`src/rtl/wb_flash_ctrl_pkg.sv`:
```
// wb_flash_ctrl_pkg: shared FSM state type and bus widths for the Wishbone-to-NOR-flash read bridge
package wb_flash_ctrl_pkg;
  localparam int WB_DW = 32;
  localparam int WB_AW = 32;
  localparam int FLASH_DW = 8;
  typedef enum logic [1:0] {IDLE, READ, ACK} state_e;
endpackage

```
`src/rtl/wb_flash_ctrl_if.sv`:
```
// wb_flash_ctrl_if: Wishbone classic bus bundle (cyc/stb/we/addr/data/sel in, data/ack out) with master and slave modports
interface wb_flash_ctrl_if;
  import wb_flash_ctrl_pkg::*;
  logic wb_cyc_i;
  logic wb_stb_i;
  logic wb_we_i;
  logic [WB_AW-1:0] wb_addr_i;
  logic [WB_DW-1:0] wb_data_i;
  logic [3:0] wb_sel_i;
  logic [WB_DW-1:0] wb_data_o;
  logic wb_ack_o;
  modport master(output wb_cyc_i, wb_stb_i, wb_we_i, wb_addr_i, wb_data_i, wb_sel_i, input wb_data_o, wb_ack_o);
  modport slave(input wb_cyc_i, wb_stb_i, wb_we_i, wb_addr_i, wb_data_i, wb_sel_i, output wb_data_o, wb_ack_o);
endinterface

```
`src/rtl/wb_flash_ctrl.sv`:
```
// wb_flash_ctrl: Wishbone slave (wb bus, wb_clk_i, wb_rst_i) reading 32-bit big-endian words as 4 wait-stated byte reads from 8-bit NOR flash (flash_data_i, flash_addr_o, flash_we_o/rst_o/oe_o/ce_o active-low); writes are acked only
module wb_flash_ctrl
  import wb_flash_ctrl_pkg::*;
#(
  parameter int WAIT_CYCLES = 5,
  parameter int FLASH_AW = 21
) (
  input  logic wb_clk_i,
  input  logic wb_rst_i,
  wb_flash_ctrl_if.slave wb,
  input  logic [FLASH_DW-1:0] flash_data_i,
  output logic [FLASH_AW-1:0] flash_addr_o,
  output logic flash_we_o,
  output logic flash_rst_o,
  output logic flash_oe_o,
  output logic flash_ce_o
);
  localparam int CW = $clog2(WAIT_CYCLES) + 1;
  state_e state_q;
  logic [1:0] idx_q;
  logic [CW-1:0] cnt_q;
  logic [WB_DW-1:0] data_q;
  logic ack_q;
  logic ce_q;
  logic rst_q;
  logic [FLASH_AW-1:0] addr_q;
  logic req;
  logic last;
  assign req = wb.wb_cyc_i & wb.wb_stb_i;
  assign last = cnt_q == CW'(WAIT_CYCLES - 1);
  always_ff @(posedge wb_clk_i) begin
    if (wb_rst_i) begin
      state_q <= IDLE;
      idx_q <= '0;
      cnt_q <= '0;
      data_q <= '0;
      ack_q <= 1'b0;
      ce_q <= 1'b1;
      rst_q <= 1'b0;
      addr_q <= '0;
    end else begin
      rst_q <= 1'b1;
      ack_q <= 1'b0;
      case (state_q)
        IDLE: if (req && !ack_q) begin
          if (wb.wb_we_i) begin
            state_q <= ACK;
            ack_q <= 1'b1;
          end else begin
            state_q <= READ;
            idx_q <= '0;
            cnt_q <= '0;
            ce_q <= 1'b0;
            addr_q <= {wb.wb_addr_i[FLASH_AW-1:2], 2'b00};
          end
        end
        READ: if (!req) begin
          state_q <= IDLE;
          ce_q <= 1'b1;
        end else if (last) begin
          data_q[{~idx_q, 3'b000} +: 8] <= flash_data_i;
          cnt_q <= '0;
          idx_q <= idx_q + 2'd1;
          addr_q[1:0] <= idx_q + 2'd1;
          if (idx_q == 2'd3) begin
            state_q <= ACK;
            ack_q <= 1'b1;
            ce_q <= 1'b1;
          end
        end else cnt_q <= cnt_q + 1'b1;
        default: state_q <= IDLE;
      endcase
    end
  end
  assign wb.wb_data_o = data_q;
  assign wb.wb_ack_o = ack_q;
  assign flash_addr_o = addr_q;
  assign flash_we_o = 1'b1;
  assign flash_rst_o = rst_q;
  assign flash_oe_o = ce_q;
  assign flash_ce_o = ce_q;
endmodule

```
`src/flat_wrapper.sv`:
```
// flat-port wrapper written by rule: the top's interface ports become plain ports
module wb_flash_ctrl_flat import wb_flash_ctrl_pkg::*;
#(
  parameter int WAIT_CYCLES = 5,
  parameter int FLASH_AW = 21
)
  (wb_clk_i, wb_rst_i, flash_data_i, flash_addr_o, flash_we_o, flash_rst_o, flash_oe_o, flash_ce_o, wb_wb_cyc_i, wb_wb_stb_i, wb_wb_we_i, wb_wb_addr_i, wb_wb_data_i, wb_wb_sel_i, wb_wb_data_o, wb_wb_ack_o);
  wb_flash_ctrl_if wb_i ();
  input  logic wb_clk_i;
  input  logic wb_rst_i;
  input  logic [FLASH_DW-1:0] flash_data_i;
  output logic [FLASH_AW-1:0] flash_addr_o;
  output logic flash_we_o;
  output logic flash_rst_o;
  output logic flash_oe_o;
  output logic flash_ce_o;
  input wire logic [$bits(wb_i.wb_cyc_i)-1:0] wb_wb_cyc_i;
  input wire logic [$bits(wb_i.wb_stb_i)-1:0] wb_wb_stb_i;
  input wire logic [$bits(wb_i.wb_we_i)-1:0] wb_wb_we_i;
  input wire logic [$bits(wb_i.wb_addr_i)-1:0] wb_wb_addr_i;
  input wire logic [$bits(wb_i.wb_data_i)-1:0] wb_wb_data_i;
  input wire logic [$bits(wb_i.wb_sel_i)-1:0] wb_wb_sel_i;
  output wire logic [$bits(wb_i.wb_data_o)-1:0] wb_wb_data_o;
  output wire logic [$bits(wb_i.wb_ack_o)-1:0] wb_wb_ack_o;
  assign wb_i.wb_cyc_i = wb_wb_cyc_i;
  assign wb_i.wb_stb_i = wb_wb_stb_i;
  assign wb_i.wb_we_i = wb_wb_we_i;
  assign wb_i.wb_addr_i = wb_wb_addr_i;
  assign wb_i.wb_data_i = wb_wb_data_i;
  assign wb_i.wb_sel_i = wb_wb_sel_i;
  assign wb_wb_data_o = wb_i.wb_data_o;
  assign wb_wb_ack_o = wb_i.wb_ack_o;
  wb_flash_ctrl #(.WAIT_CYCLES(WAIT_CYCLES), .FLASH_AW(FLASH_AW)) u_core (.wb_clk_i(wb_clk_i), .wb_rst_i(wb_rst_i), .wb(wb_i), .flash_data_i(flash_data_i), .flash_addr_o(flash_addr_o), .flash_we_o(flash_we_o), .flash_rst_o(flash_rst_o), .flash_oe_o(flash_oe_o), .flash_ce_o(flash_ce_o));
endmodule
```
`config.mk`:
```
export PLATFORM = sky130hd
export DESIGN_NAME = wb_flash_ctrl_flat
export DESIGN_NICKNAME = d
export VERILOG_FILES = /design/src/rtl/wb_flash_ctrl_pkg.sv /design/src/rtl/wb_flash_ctrl_if.sv /design/src/rtl/wb_flash_ctrl.sv /design/src/flat_wrapper.sv
export SDC_FILE = /design/constraint.sdc
export NUM_CORES = 1
export LEC_CHECK = 0
export ABC_AREA = 1
export BUFFER_PORTS_ARGS = -buffer_cell sky130_fd_sc_hd__buf_2
export CORE_ASPECT_RATIO = 0.5
export CORE_MARGIN = 4
export CORE_UTILIZATION = 47
export DETAILED_ROUTE_END_ITERATION = 6
export GPL_TIMING_DRIVEN = 1
export PLACE_DENSITY_LB_ADDON = 0.08
export SLEW_MARGIN = 20
export SYNTH_ARGS = -nofsm -noshare
export SYNTH_HDL_FRONTEND = slang
export SYNTH_SLANG_ARGS = --single-unit
```
`constraint.sdc`:
```
create_clock -name wb_clk_i -period 2 [get_ports wb_clk_i]
set_input_delay 0.4 -clock wb_clk_i [delete_from_list [all_inputs] [get_ports wb_clk_i]]
set_output_delay 0.4 -clock wb_clk_i [all_outputs]
set_load 0.01 [all_outputs]
```
# Word-level counts from Yosys, hierarchy flattened
# Index checks and enable logic that the tools add are counted.
# totals
regBits	64
input_bits	81
# classes
addsub	3
eq_ne	9
shifts	2
muxes	33
n_bitwise	3
reduce_logical	10
# op_table
op	count
$bwmux 32	1
$shift 8x7->32 const A	1
$shiftx 8x7->32	1
$mux 2	11
$mux 4	4
$pmux 2 s2	3
$mux 1	11
$reduce_and 5->1	2
$reduce_and 3->1	3
$pmux 4 s2	1
$neg 5->7	1
$ne 2x1->1 const B	3
$ne 3x3->1 const B	2
$add 4x1->4 const B	1
$eq 4x3->1 const B	1
$pmux 1 s2	2
$reduce_and 4->1	1
$add 2x1->2 const B	1
$eq 2x1->1 const B	1
$eq 2x2->1 const B	1
$logic_not 2->1	1
$ne 2x2->1 const B	1
$not 2->2	1
$reduce_bool 2->1	1
other kinds (4)	4

# Logic depth before layout (Yosys ltp)
# logic_depth
ltp_word	5
ltp_mapped	10
depth_no_buf	9

# Worst setup path before layout
# OpenSTA, ideal clock, no wires.
# synth_timing
kind	reg-to-reg
startpoint	register u_core.idx_q[0]
endpoint	register u_core.data_q[0] (netlist: u_core.wb.wb_data_o[0])
setup_ns	0.065
arrival_ns	1.750
required_time_ns	1.935
slack_ns	0.185
stages_incl_launch_ff	10
cell_sequence	dfxtp_1 -> buf_2 -> inv_1 -> ha_1 -> buf_2 -> nor2_1 -> nand3_1 -> nand2_1 -> nand2_1 -> nor2_1
# synth_between
elab_chain_len	4
word_cells_on_any_way	5
# synth_rtl
element	line_no	source
start, declared	wb_flash_ctrl.sv:20	logic [1:0] idx_q;
start signal, assigned	wb_flash_ctrl.sv:63	idx_q <= idx_q + 2'd1;
$not 2->2 *	wb_flash_ctrl.sv:61	data_q[{~idx_q, 3'b000} +: 8] <= flash_data_i;
$neg 5->7 *	wb_flash_ctrl.sv:61	
$shiftx 8x7->32 or $shift 8x7->32 (tied branches)	wb_flash_ctrl.sv:61	
$bwmux 32 *	wb_flash_ctrl.sv:61	
end signal, assigned by index	wb_flash_ctrl.sv:61	
end, declared	wb_flash_ctrl.sv:22	logic [WB_DW-1:0] data_q;
# Mark *: on every way between the ends. The rest lies on a longest branch, timed or not.
# A chain may end at the register's enable or synchronous reset.

# Worst setup path in the final report
# layout_timing
startpoint	register u_core.idx_q[1]
endpoint	register u_core.data_q[5] (netlist: u_core.wb.wb_data_o[5])
# The elaborated chain is that of the path after synthesis.

==> flow_summary.json <==
{
  "die_h_um": 64.43,
  "grt_max_degree": 38,
  "power.share.clock_pct": 45.4,
  "cts_sinks": 62,
  "syn_to_final_growth_pct": 24.87,
  "fmax_mhz": 622.2,
  "power_density_nw_per_um2": 784.1,
  "syn_area_um2": 2993,
  "clk_pin_slew_ps": 50,
  "antenna_left": 0,
  "seq_area_frac_synth_pct": 41.47,
  "rows": 20,
  "via_per_inst": 4.546,
  "synth_top_area_share_pct": 41.47,
  "grt_pass1_wl_mm": 11.47,
  "route.met3.wl_um": 584,
  "dr.pass1.iters": 4,
  "synth-seq-cells": 62,
  "clkLatencyLatePin_ps": 330,
  "grt_pass1_vias": 2614,
  "yosys.area.top_type": "dfxtp_1",
  "synth_fp_nets": 517,
  "power_frac_comb_pct": 10.4,
  "hpwl_mm": 4.755,
  "tns_ps": 0,
  "setup-violations-final": 0,
  "timing.slew.headroom_pct": 56.94,
  "switching_share_pct": 24.83,
  "cts_resized": 0,
  "io-pin-count": 139,
  "drt_iter0_markers": 171,
  "postSynthCellCount": 429,
  "layout-drive-gt1-share_pct": 24.62,
  "track_usage_pct": 18.60,
  "die_w_um": 120.9,
  "drc": 0,
  "slew_viol_final": 0,
  "fin_worst_skew_ps": 3.015,
  "hold_class": "in -> reg",
  "post-route-period-util_pct": 80.36,
  "hp-start": "wb_wb_addr_i[2]",
  "dr_total_vias": 2764,
  "ir_drop_mv": 0.6182,
  "status": "completed",
  "cts_setup_buffers": 0,
  "rsz0062_at_grt": "no",
  "finalInstanceArea_um2": 3737,
  "pwr-share-seq_pct": 44.2,
  "p_switching_mw": 0.7276,
  "worstPathRequired_ps": 2260,
  "root_buffer": "clkbuf_16",
  "crit_path_start": "u_core.idx_q[1]$_SDFFE_PP0P_",
  "period_needed_ps": 1607,
  "leakagePower_nw": 2.047,
  "hold_viol_final": 0,
  "crit_path_max_fanout": 8,
  "nets": 604,
  "cts_hold_buffers": 0,
  "synth_warnings": 0,
  "critPathCaptureType": "flop",
  "r2r_start": "u_core.idx_q[1]$_SDFFE_PP0P_",
  "port_buffers": 88,
  "routed_wl_mm": 6.800,
  "cts.htree.levels": 3,
  "max_cap_viol_count": 0,
  "routed.top_layer": "met4",
  "critPathLaunchType": "flop",
  "critPathKind": "reg -> reg",
  "cts_buffers": 9,
  "met2_length_mm": 2.847,
  "worst_slew_pin_slew_ps": 645.1,
  "gp_congestion": 0.7982,
  "antenna_found_initial": 0,
  "die-area_um2": 7786,
  "placed_area_um2": 3487,
  "cts_tree": "done",
  "p_int_mw": 2.203,
  "initial_utilization_pct": 48.82,
  "synthTopCellsByArea": "dfxtp_1 (41%), nand2_1 (14%), nor2_1 (11%)",
  "clockBufferDepth": 2,
  "synth_cell_types": 25,
  "syn_avg_cell_area_um2": 6.976,
  "wl_met1_mm": 3.276,
  "arrival_ps": 1870,
  "overflow": 0,
  "antenna_cells": 0,
  "design.core.area_um2": 6131,
  "avgRoutedWirePerCell_um": 11.18
}
## layout by cell type, fill, tap and decap left out, types with 5 or more instances in the layout
master / netlist / layout
clkbuf_16: 0 / 9
inv_1: 50 / 50
nand3_1: 33 / 33
nand2_1: 112 / 112
nor2_1: 90 / 90
ha_1: 7 / 7
nand2_4: 5 / 5
dfxtp_1: 62 / 62
buf_2: 6 / 88
nor2_8: 5 / 5
o21ai_0: 20 / 20
## area by class of cell
cell class	instances	area, um2
Inverter	53	198.9
Sequential cell	62	1241
Tap cell	88	110.1
Clock inverter	2	10.01
Multi-Input combinational cell	298	1466
Timing Repair Buffer	92	470.5
Clock buffer	13	240.2
Fill cell	611	2394
## stage by stage
stage	hold WS [ps]	power, mW	instances	utilization, %	setup WS, ps
3_3_place_gp	454.0	1.622	593	56.88	391.0
3_5_place_dp	458.9	1.624	593	56.88	392.8
4_1_cts	282.8	2.975	608	60.96	375.1
5_1_grt	288.7	3.075	608	60.96	181.4
6_report	294.0	2.931	608	60.96	392.7
2_1_floorplan	485.4	1.520	429	-	185.2
## sequential cells by signal, indices dropped and copies added (netlist names)
name	flops
u_core.cnt_q	4
u_core.flash_addr_o	19
u_core.flash_ce_o	1
u_core.flash_rst_o	1
u_core.idx_q	2
u_core.state_q	2
u_core.wb.wb_ack_o	1
u_core.wb.wb_data_o	32
## final timing paths
check | to | slack, ps | cells after the start
worst min register to register | u_core.flash_ce_o$_SDFFE_PP1P_ | 460 | 2
worst max register to register | u_core.wb.wb_data_o[5]$_SDFFE_PP0P_ | 390 | 7
worst max-delay path | u_core.wb.wb_data_o[5]$_SDFFE_PP0P_ | 390 | 7
worst min-delay path | u_core.flash_addr_o[2]$_SDFFE_PP0P_ | 290 | 3
## cells in the mapped netlist (all sizes together)
master	n
buf	10
nand2	120
o21bai	4
clkbuf	6
nor3	3
ha	7
a21oi	4
inv	53
o21ai	21
nor2	102
nand3	34
conb	1
nand4	2
dfxtp	62
## kinds of logic (layout without fill, tap and decap cells)
family / count (synthesis) / after routing / synth area share, %
adders and majority gates: 7 / 7 / 2.926
other: 1 / 1 / 0.1253
and+or+nand+nor: 261 / 261 / 40.63
DFF: 62 / 62 / 41.47
buffers and inverters: 69 / 160 / 9.532
AOI/OAI and AO/OA: 29 / 29 / 5.310
## power groups by stage
stage,Clock (mW),Sequential [mW],Combinational (mW)
3_5_place_dp,0,1.32,0.306
5_1_grt,1.43,1.30,0.347
4_1_cts,1.37,1.29,0.308
6_report,1.33,1.29,0.306
2_1_floorplan,0,1.33,0.189
3_3_place_gp,0,1.32,0.304
## worst max-delay path: stages, from the launching register on
cell and delay (ps):
dfxtp_1 380, inv_1 100, ha_1 320, nor2_1 370
nand3_1 130, nand2_1 100, nand2_1 50, nor2_1 70
## layer usage
metal	vias up	track usage, %
met2	81	28.47
met5	-	0
met1	1198	22.92
met3	9	9.154
met4	0	6.215
li1	1476	-
(Power assumes the default switching activity.)
